## src/rtl/dmem_arb_if.sv

```systemverilog
// -----------------------------------------------------------------------------
// dmem_arb_if
// This interface bundles the request, response and memory-side signals of the
// data-memory arbiter.
//
// Modports
//   slave  : the arbiter's view.
//            - Inputs: the requests and the memory read data.
//            - Outputs: accept, response and memory commands.
//   master : the environment's view (requesters plus memory). It mirrors slave.
//
// Signals
//   req_valid/req_ready/req_we        2-bit per-port handshake (bit i = port i)
//   req_addr                          port i at [i*ADDR_W +: ADDR_W]
//   req_funct3                        port i at [3i +: 3]
//   req_wdata                         port i at [i*XLEN +: XLEN], little-endian
//   rsp_valid/rsp_data/rsp_err        one-hot response strobe, load data, error
//   mem_wr_en/addr/data/len           write port, byte at addr = data[7:0]
//   mem_rd_en/addr, mem_rd_data       read port; data arrives one cycle later
//                                     with byte addr+k at [XLEN-1-8k -: 8]
// -----------------------------------------------------------------------------
interface dmem_arb_if #(
    parameter int ADDR_W = 11,
    parameter int XLEN   = 64
);
    logic [1:0]          req_valid;
    logic [1:0]          req_ready;
    logic [1:0]          req_we;
    logic [2*ADDR_W-1:0] req_addr;
    logic [5:0]          req_funct3;
    logic [2*XLEN-1:0]   req_wdata;
    logic [1:0]          rsp_valid;
    logic [XLEN-1:0]     rsp_data;
    logic                rsp_err;
    logic                mem_wr_en;
    logic [ADDR_W-1:0]   mem_wr_addr;
    logic [XLEN-1:0]     mem_wr_data;
    logic [3:0]          mem_wr_len;
    logic                mem_rd_en;
    logic [ADDR_W-1:0]   mem_rd_addr;
    logic [XLEN-1:0]     mem_rd_data;

    modport slave (
        input  req_valid, req_we, req_addr, req_funct3, req_wdata, mem_rd_data,
        output req_ready, rsp_valid, rsp_data, rsp_err,
               mem_wr_en, mem_wr_addr, mem_wr_data, mem_wr_len,
               mem_rd_en, mem_rd_addr
    );

    modport master (
        output req_valid, req_we, req_addr, req_funct3, req_wdata, mem_rd_data,
        input  req_ready, rsp_valid, rsp_data, rsp_err,
               mem_wr_en, mem_wr_addr, mem_wr_data, mem_wr_len,
               mem_rd_en, mem_rd_addr
    );
endinterface

```

## src/rtl/dmem_arb_ctrl.sv

```systemverilog
// -----------------------------------------------------------------------------
// dmem_arb_ctrl
// This block is a load/store sequencer and a two-port round-robin arbiter. It
// sits in front of a byte-addressed data memory.
//   - Port 0 is the core MEM stage.
//   - Port 1 is the program/data loader.
//
// Each accepted request follows the same timing:
//   - It is captured in IDLE.
//   - It performs one memory access (ISSUE), or it skips the access when the
//     request is illegal or misaligned (ERR).
//   - It returns a one-cycle, one-hot response (RESP).
//
// Ports
//   clk  : clock
//   rst  : asynchronous active-high reset
//   bus  : dmem_arb_if.slave, which carries the request, response and memory
//          signals
// -----------------------------------------------------------------------------
module dmem_arb_ctrl #(
    parameter int ADDR_W = 11,
    parameter int XLEN   = 64
) (
    input  logic       clk,
    input  logic       rst,
    dmem_arb_if.slave  bus
);
    localparam int NBYTES = XLEN / 8;

    typedef enum logic [1:0] {IDLE, ISSUE, ERR, RESP} state_t;

    state_t              state_q, state_d;
    logic                last_grant_q;
    logic                cmd_port_q;
    logic                cmd_we_q;
    logic [ADDR_W-1:0]   cmd_addr_q;
    logic [2:0]          cmd_f3_q;
    logic [XLEN-1:0]     cmd_wdata_q;
    logic                cmd_err_q;

    // Unpack the per-port request fields into arrays indexed by port.
    logic [ADDR_W-1:0]   port_addr  [2];
    logic [2:0]          port_f3    [2];
    logic [XLEN-1:0]     port_wdata [2];

    for (genvar gi = 0; gi < 2; gi++) begin : g_port
        assign port_addr[gi]  = bus.req_addr[gi*ADDR_W +: ADDR_W];
        assign port_f3[gi]    = bus.req_funct3[gi*3 +: 3];
        assign port_wdata[gi] = bus.req_wdata[gi*XLEN +: XLEN];
    end

    // Arbitration. When both ports request, the port not served last wins.
    logic grant;
    logic handshake;
    assign grant     = (bus.req_valid == 2'b11) ? ~last_grant_q : bus.req_valid[1];
    // Reset also blocks acceptance, so that req_ready is low while rst is high.
    assign handshake = (state_q == IDLE) && (|bus.req_valid) && !rst;
    assign bus.req_ready = handshake ? (grant ? 2'b10 : 2'b01) : 2'b00;

    // Check the legality and natural alignment of the granted request.
    logic              sel_we;
    logic [2:0]        sel_f3;
    logic [ADDR_W-1:0] sel_addr;
    logic [2:0]        size_mask;
    logic              sel_illegal;
    logic              sel_misaligned;

    assign sel_we   = bus.req_we[grant];
    assign sel_f3   = port_f3[grant];
    assign sel_addr = port_addr[grant];

    always_comb begin
        size_mask = 3'b000;
        case (sel_f3[1:0])
            2'b00:   size_mask = 3'b000;
            2'b01:   size_mask = 3'b001;
            2'b10:   size_mask = 3'b011;
            default: size_mask = 3'b111;
        endcase
    end

    // Stores have no unsigned forms. For loads, only unsigned D (111) is undefined.
    assign sel_illegal    = sel_we ? sel_f3[2] : (sel_f3 == 3'b111);
    assign sel_misaligned = (sel_addr[2:0] & size_mask) != 3'b000;

    // State and command registers
    always_ff @(posedge clk or posedge rst) begin
        if (rst) begin
            state_q      <= IDLE;
            last_grant_q <= 1'b1;
            cmd_port_q   <= 1'b0;
            cmd_we_q     <= 1'b0;
            cmd_addr_q   <= '0;
            cmd_f3_q     <= 3'b000;
            cmd_wdata_q  <= '0;
            cmd_err_q    <= 1'b0;
        end else begin
            state_q <= state_d;
            if (handshake) begin
                cmd_port_q   <= grant;
                cmd_we_q     <= sel_we;
                cmd_addr_q   <= sel_addr;
                cmd_f3_q     <= sel_f3;
                cmd_wdata_q  <= port_wdata[grant];
                cmd_err_q    <= sel_illegal || sel_misaligned;
                last_grant_q <= grant;
            end
        end
    end

    // Reorder the memory bytes (byte addr+k sits at the top) into a
    // little-endian word.
    logic [XLEN-1:0] rd_le;
    for (genvar gi = 0; gi < NBYTES; gi++) begin : g_swap
        assign rd_le[8*gi +: 8] = bus.mem_rd_data[XLEN-1-8*gi -: 8];
    end

    logic [XLEN-1:0] load_val;
    always_comb begin
        load_val = '0;
        case (cmd_f3_q)
            3'b000:  load_val = {{(XLEN-8){rd_le[7]}},   rd_le[7:0]};
            3'b001:  load_val = {{(XLEN-16){rd_le[15]}}, rd_le[15:0]};
            3'b010:  load_val = {{(XLEN-32){rd_le[31]}}, rd_le[31:0]};
            3'b011:  load_val = rd_le;
            3'b100:  load_val = {{(XLEN-8){1'b0}},  rd_le[7:0]};
            3'b101:  load_val = {{(XLEN-16){1'b0}}, rd_le[15:0]};
            3'b110:  load_val = {{(XLEN-32){1'b0}}, rd_le[31:0]};
            default: load_val = '0;
        endcase
    end

    // Next state and outputs
    always_comb begin
        state_d         = state_q;
        bus.mem_wr_en   = 1'b0;
        bus.mem_wr_addr = '0;
        bus.mem_wr_data = '0;
        bus.mem_wr_len  = 4'd0;
        bus.mem_rd_en   = 1'b0;
        bus.mem_rd_addr = '0;
        bus.rsp_valid   = 2'b00;
        bus.rsp_err     = 1'b0;
        bus.rsp_data    = '0;
        case (state_q)
            IDLE: begin
                if (handshake) begin
                    state_d = (sel_illegal || sel_misaligned) ? ERR : ISSUE;
                end
            end
            ISSUE: begin
                if (cmd_we_q) begin
                    bus.mem_wr_en   = 1'b1;
                    bus.mem_wr_addr = cmd_addr_q;
                    bus.mem_wr_data = cmd_wdata_q;
                    bus.mem_wr_len  = 4'd1 << cmd_f3_q[1:0];
                end else begin
                    bus.mem_rd_en   = 1'b1;
                    bus.mem_rd_addr = cmd_addr_q;
                end
                state_d = RESP;
            end
            ERR: begin
                state_d = RESP;
            end
            RESP: begin
                bus.rsp_valid = cmd_port_q ? 2'b10 : 2'b01;
                bus.rsp_err   = cmd_err_q;
                bus.rsp_data  = (cmd_we_q || cmd_err_q) ? '0 : load_val;
                state_d       = IDLE;
            end
            default: state_d = IDLE;
        endcase
    end
endmodule

```

## src/flat_wrapper.sv

```systemverilog
// flat-port wrapper written by rule: the top's interface ports become plain ports
module dmem_arb_ctrl_flat 
#(
    parameter int ADDR_W = 11,
    parameter int XLEN   = 64
)
  (clk, rst, bus_req_valid, bus_req_we, bus_req_addr, bus_req_funct3, bus_req_wdata, bus_mem_rd_data, bus_req_ready, bus_rsp_valid, bus_rsp_data, bus_rsp_err, bus_mem_wr_en, bus_mem_wr_addr, bus_mem_wr_data, bus_mem_wr_len, bus_mem_rd_en, bus_mem_rd_addr);
  dmem_arb_if #(.ADDR_W(ADDR_W), .XLEN(XLEN)) bus_i ();
  input  logic clk;
  input  logic rst;
  input wire logic [$bits(bus_i.req_valid)-1:0] bus_req_valid;
  input wire logic [$bits(bus_i.req_we)-1:0] bus_req_we;
  input wire logic [$bits(bus_i.req_addr)-1:0] bus_req_addr;
  input wire logic [$bits(bus_i.req_funct3)-1:0] bus_req_funct3;
  input wire logic [$bits(bus_i.req_wdata)-1:0] bus_req_wdata;
  input wire logic [$bits(bus_i.mem_rd_data)-1:0] bus_mem_rd_data;
  output wire logic [$bits(bus_i.req_ready)-1:0] bus_req_ready;
  output wire logic [$bits(bus_i.rsp_valid)-1:0] bus_rsp_valid;
  output wire logic [$bits(bus_i.rsp_data)-1:0] bus_rsp_data;
  output wire logic [$bits(bus_i.rsp_err)-1:0] bus_rsp_err;
  output wire logic [$bits(bus_i.mem_wr_en)-1:0] bus_mem_wr_en;
  output wire logic [$bits(bus_i.mem_wr_addr)-1:0] bus_mem_wr_addr;
  output wire logic [$bits(bus_i.mem_wr_data)-1:0] bus_mem_wr_data;
  output wire logic [$bits(bus_i.mem_wr_len)-1:0] bus_mem_wr_len;
  output wire logic [$bits(bus_i.mem_rd_en)-1:0] bus_mem_rd_en;
  output wire logic [$bits(bus_i.mem_rd_addr)-1:0] bus_mem_rd_addr;
  assign bus_i.req_valid = bus_req_valid;
  assign bus_i.req_we = bus_req_we;
  assign bus_i.req_addr = bus_req_addr;
  assign bus_i.req_funct3 = bus_req_funct3;
  assign bus_i.req_wdata = bus_req_wdata;
  assign bus_i.mem_rd_data = bus_mem_rd_data;
  assign bus_req_ready = bus_i.req_ready;
  assign bus_rsp_valid = bus_i.rsp_valid;
  assign bus_rsp_data = bus_i.rsp_data;
  assign bus_rsp_err = bus_i.rsp_err;
  assign bus_mem_wr_en = bus_i.mem_wr_en;
  assign bus_mem_wr_addr = bus_i.mem_wr_addr;
  assign bus_mem_wr_data = bus_i.mem_wr_data;
  assign bus_mem_wr_len = bus_i.mem_wr_len;
  assign bus_mem_rd_en = bus_i.mem_rd_en;
  assign bus_mem_rd_addr = bus_i.mem_rd_addr;
  dmem_arb_ctrl #(.ADDR_W(ADDR_W), .XLEN(XLEN)) u_core (.clk(clk), .rst(rst), .bus(bus_i));
endmodule
```

## config.mk

```make
export PLATFORM = sky130hd
export DESIGN_NAME = dmem_arb_ctrl_flat
export DESIGN_NICKNAME = d
export VERILOG_FILES = /design/src/rtl/dmem_arb_if.sv /design/src/rtl/dmem_arb_ctrl.sv /design/src/flat_wrapper.sv
export SDC_FILE = /design/constraint.sdc
export NUM_CORES = 1
export LEC_CHECK = 0
export BUFFER_PORTS_ARGS = -buffer_cell sky130_fd_sc_hd__buf_2
export CAP_MARGIN = 20
export CELL_PAD_IN_SITES_DETAIL_PLACEMENT = 0
export CELL_PAD_IN_SITES_GLOBAL_PLACEMENT = 1
export CORE_AREA = 3 3 148 150
export DETAILED_ROUTE_END_ITERATION = 10
export DIE_AREA = 0 0 151 153
export PLACE_DENSITY = 0.76
export SLEW_MARGIN = 20
export SYNTH_ARGS = -nofsm -noshare
export SYNTH_HDL_FRONTEND = slang
export SYNTH_SLANG_ARGS = --single-unit
```

## constraint.sdc

```tcl
create_clock -name clk -period 3.6 [get_ports clk]
set_input_delay 0.18 -clock clk [delete_from_list [all_inputs] [get_ports clk]]
set_output_delay 0.18 -clock clk [all_outputs]
set_load 0.02 [all_outputs]
```

Word level (Yosys, flattened, before mapping)
Cells that the tools add are included.
{ "totals": {"register_bits": 84, "latchBits": 0, "ramBits": 0, "romBits": 0, "inputBits": 226, "output_inout_bits": 161, "elab_cells": 76, "mem_count": 0} }
{ "op_classes": {"add_sub_neg": 0, "n_mul": 0, "n_div": 0, "n_lt_le_gt_ge": 2, "n_eq_ne": 14, "n_shift": 1, "mux": 37, "bitwise": 3, "reduce_logical": 11} }
{ "ops": {"columns": ["operator", "n"], "rows": [
  ["$mux 64", 7],
  ["$pmux 64 s7", 1],
  ["$mux 11", 7],
  ["$eq 3x3->1 const B", 4],
  ["$mux 2", 6],
  ["$mux 1", 9],
  ["$mux 3", 3],
  ["$pmux 3 s3", 1],
  ["$eq 2x2->1 const B", 4],
  ["$mux 4", 2],
  ["$eq 3x2->1 const B", 2],
  ["$pmux 2 s3", 1],
  ["$eq 2x1->1 const B", 2],
  ["$logic_not 2->1", 2],
  ["$reduce_or 2->1", 2],
  ["$shl 1x2->4 const A", 1],
  ["$and 3x3->3", 1],
  ["$eq 3x1->1 const B", 1],
  ["$logic_not 3->1", 1],
  ["$reduce_bool 3->1", 1],
  ["$ge 2x2->1 const B", 1],
  ["$logic_and 1x1->1", 2],
  ["$logic_or 1x1->1", 2],
  ["$lt 1x2->1 const B", 1],
  ["other kinds (4)", 4]
]} }

Depth between registers and ports, before layout
{ "logic_depth": {"word_depth": 14, "depth_mapped": 7, "depth_no_buf": 5} }

Worst setup path after synthesis
No wires, ideal clock.
{ "synth_path": {"path_kind": "input to register", "startpoint": "in rst", "endpoint": "reg u_core.cmd_err_q", "setup_time_ns": 0.064, "arrival_ns": 3.187, "required_time_ns": 3.536, "slack_ns": 0.349, "cell_stages": 5, "path_buffers": 1, "cell_sequence": "inv_1 -> o211ai_1 -> clkbuf_1 -> a221oi_1 -> a21o_1"} }
{ "synth_between": {"elab_chain_len": 2} }
{ "synth_lines": {"columns": ["element", "line", "source"], "rows": [
  ["from (decl)", "flat_wrapper.sv:10", "input logic rst;"],
  ["$logic_not 1->1", "dmem_arb_ctrl.sv:57", "assign handshake = (state_q == IDLE) && (|bus.req_valid) && !rst;"],
  ["$logic_and 1x1->1", "dmem_arb_ctrl.sv:57", null],
  ["to (signal assigned)", "dmem_arb_ctrl.sv:105", "cmd_err_q <= sel_illegal || sel_misaligned;"],
  ["to (decl)", "dmem_arb_ctrl.sv:39", "logic cmd_err_q;"]
]} }
Every way passes these cells.
A chain may end at the register's enable or synchronous reset.

Final worst setup path
{ "layout_path": {"startpoint": "reg u_core.cmd_f3_q[0]", "endpoint": "out bus_rsp_data[52]"} }
{ "layout_between": {"elab_chain_len": 4, "elab_cells_between_ends": 10, "cone_classes": "eq/ne (6); mux (3); reduce/logical (1)"} }
{ "layout_lines": {"columns": ["element", "line", "source"], "rows": [
  ["from (decl)", "dmem_arb_ctrl.sv:37", "logic [2:0] cmd_f3_q;"],
  ["from (signal assigned)", "dmem_arb_ctrl.sv:103", "cmd_f3_q <= sel_f3;"],
  ["$eq 3x3->1 (tied with other cells)", "dmem_arb_ctrl.sv:121", "case (cmd_f3_q)"],
  ["$pmux 64 s7 *", "dmem_arb_ctrl.sv:121", null],
  ["$mux 64 *", "dmem_arb_ctrl.sv:169", "bus.rsp_data = (cmd_we_q || cmd_err_q) ? '0 : load_val;"],
  ["$mux 64 *", "dmem_arb_ctrl.sv:145", "case (state_q)"],
  ["to (decl)", "flat_wrapper.sv:19", "output wire logic [$bits(bus_i.rsp_data)-1:0] bus_rsp_data;"]
]} }
Every way passes the cells marked *; elsewhere a longest branch is shown, timed or not.

==> summary.md <==
| Metric | Value |
|---|---|
| Fin crit period | 2.80 ns |
| N_diodes | 0 |
| Reg2reg end | u_core.cmd_wdata_q[20] |
| Biggest cell delay along the critical path | 0.65 ns |
| Worst setup EP type | output pin |
| R2R Setup Slk | 1.56 ns |
| Top cell family by delay on the critical path | simple AND/OR/NAND/NOR gates |
| Post-CTS repair timing setup buffer count | 0 |
| Largest cells by area after synthesis | dfrtp_1 40%, nand2_1 15%, a22oi_1 10%, and3_1 9.2%, a21oi_1 4.2% |
| GRT overflow | 0 |
| First-pass GRT wire length | approximately 34,000 um |
| DP HPWL | between 15,000 and 20,000 um |
| Top cells by count, synth | 212 x nand2_1, 83 x dfrtp_1, 77 x and3_1, 72 x a22oi_1, 44 x a21oi_1 |
| Reg clk slew, reported paths | 0.07 ns |
| Worst-Skew Late Latency | about 0.35 ns |
| Share of layout cells above drive strength 1 | around 44% |
| PwrDens | between 600 and 700 nW/um^2 |
| Sequential fraction of the synthesis area | about two fifths |
| Die width | approximately 150 um |
| Crit Path Class | register to output pin |
| P&R area growth vs syn | 48.1% |
| Final Setup Violations | 0 |
| Hold Slack | -0.00294 ns |
| Antenna violations before repair | 0 |
| Worst flop-to-flop path startpoint | u_core.state_q[0] |
| Fmax | around 0.36 GHz |
| DRC | 0 |
| Setup Skew | around 0.012 ns |
| Yosys top cell area share | 39.6% |
| Synth Flop Type | dfrtp_1 |
| CTS buffer count | 9 |
| Type of origin of the critical path | register |
| EDFF count, synth | 0 |
| Final Max Tran Viols | 0 |
| Overall power | 0.00536 W |
| Mapped Area | approximately 5200 sq um |
| Leakage | around 4.5 nW |
| CP Data Required Time | between 3 and 4 ns |
| Post-synth ARST share | 100% |
| Final-stage net count | approximately 1,200 |
| Cell variety after synth | 36 |
| Outcome | finished with violations |
| Critical path fanouts, max | 39 |
| Router iterations before antenna repair | 5 |
| Core area | about 21,000 sq um |
| Final Cycle Share | around 78% |
| I/O Buffers | between 300 and 400 |
| Top-count cell post-synth | nand2_1 |
| Fin Setup TNS | 0 ns |
| Cell row count | 53 |
| Largest net degree at the start of global routing | between 90 and 100 |
| Slew at the pin with the worst max-slew slack | just under 1 ns |
| Cells after Synth | around 660 |
| Placement-stage worst setup slack | about 1.1 ns |
| Via-to-Cell Ratio | 4.68 |
| YS warnings | 0 |
| Via count | between 6,000 and 7,000 |
| VDD IR max | around 0.26 mV |
| Chip height | between 150 and 200 um |
| Max-slew headroom | ~36% |
| Final WL | between 20,000 and 25,000 um |
| Vias in the first global route | 6,152 |
| Seq cells post-synth | 84 |
| Root Buffer | clkbuf_16 |
| HP Class | input pin to async pin |
| FF-to-FF path depth | 6 |
| Post-synth top area cell | dfrtp_1 |
| Starting Density | 25.2% |
| Worst EP arrival | 2.62 ns |
| Final GP Congestion | 0.789 |
| Post-DRT Antenna Nets | 0 |
| RSZ-0062 raised after global routing | false |
| Failing checks | negative hold slack |
| Max stage delay cell, worst path | nand3_2 |
| WP buf/inv | 2 |
| H-tree level count | 3 |
| Initial DRC Count | 233 |
| Die ar. | 23,100 sq um |
| Max Cap Viol | 0 |
| Final Hold Viols | 3 |
| Mapped Avg Cell Area | approximately 8 sq um |
| Critical Path, Cell by Cell | nand3_1, nand3_2, buf_4, a21oi_1, buf_2 |
| TritonCTS clock tree | done |
| Clock buffer depth | 2 |
| WL per Instance | 17.2 um |
| Number of placed I/O pins | about 390 |
| Syn nets | 894 |
| Tot GR Track Use | between 15 and 20% |
| Final setup margin | roughly 0.8 ns |
| Clk sinks | 84 |
[how the worst max path moves through the flow]
| stage | start | end | cells past startpoint |
|---|---|---|---|
| after floorplan | rst | u_core.cmd_err_q | 5 |
| after global placement | u_core.cmd_f3_q[0] | bus_rsp_data[52] | 5 |
| after detailed placement | u_core.cmd_f3_q[0] | bus_rsp_data[52] | 5 |
| after CTS | u_core.cmd_f3_q[0] | bus_rsp_data[52] | 5 |
| after global routing | u_core.state_q[1] | bus_mem_rd_addr[9] | 5 |
| final | u_core.cmd_f3_q[0] | bus_rsp_data[52] | 5 |
[cell usage in the layout (no fill, tap or decap), types with 9 or more instances in the layout]
| master | instances |
|---|---|
| buf_2 | 386 |
| nand2_1 | 212 |
| dfrtp_1 | 82 |
| and3_1 | 76 |
| a22oi_1 | 72 |
| a21oi_1 | 44 |
| and2_1 | 21 |
| a21oi_2 | 20 |
| nor2_1 | 11 |
| o21ai_0 | 10 |
| buf_4 | 10 |
| clkbuf_16 | 9 |
[flip-flops by register name, indices dropped and copies added, names as in the netlist]
signal,flops
u_core.cmd_port_q,1
u_core.cmd_wdata_q,64
u_core.cmd_f3_q,3
u_core.state_q,2
u_core.cmd_we_q,1
u_core.cmd_err_q,1
u_core.last_grant_q,1
u_core.cmd_addr_q,11
[worst register-to-register path, stage by stage (launching register included)]
cell,delay [ns]
dfrtp_1,0.41
inv_1,0.11
ha_1,0.22
and3_2,0.61
buf_4,0.44
nand2_1,0.13
nand2_1,0.07
[cells by family after synthesis]
logic type,Yosys count,share of synthesized area (%)
adders and majority gates,4,0.955
xor gates and xnor gates,1,0.167
AOI/OAI and AO/OA,167,22.3
and+or+nand+nor,332,29.0
DFF,84,40.1
muxes,7,1.34
buffers and inverters,69,6.16
[repair_timing]
| action | in CTS | in global routing |
|---|---|---|
| hold buffers | 7 | 0 |
| resized for setup | 0 | 0 |
| endpoints found under the setup margin | 0 | 0 |
| endpoints found under the hold margin | 7 | 0 |
[metrics by stage]
stage | cells | cell area [sq um] | util [%] | hold slack [ns]
2_1_floorplan | 664 | 5240 | - | 0.285
3_3_place_gp | 1274 | 7350 | 35.3 | 0.371
3_5_place_dp | 1274 | 7350 | 35.3 | 0.374
4_1_cts | 1297 | 7760 | 37.3 | 0.000114
5_1_grt | 1297 | 7760 | 37.3 | 0.00647
6_report | 1297 | 7760 | 37.3 | -0.00294
[where the power goes]
group	internal, W	switching (W)
clock network	0.000628	0.000444
registers	0.00139	0.000313
logic	0.000953	0.00163
total	0.00297	0.00239
[routing by layer]
| layer | global-route usage, % | wire, um | up-vias |
|---|---|---|---|
| met2 | 33.0 | 11300 | 261 |
| met3 | 5.54 | 2000 | 26 |
| li1 | - | - | 2985 |
| met1 | 20.9 | 8570 | 2798 |
| met5 | 0 | 0 | - |
| met4 | 5.74 | 418 | 0 |
[layout make-up]
class	count	area [sq um]
fillers	2243	13100
multi-input cells	511	2830
repair buffers	405	2120
flip-flops and latches	84	2100
well taps	275	344
clock buffers	9	225
clock inverters	7	116
inverters	6	23.8
Note: power is estimated with default switching activity, not from simulation.
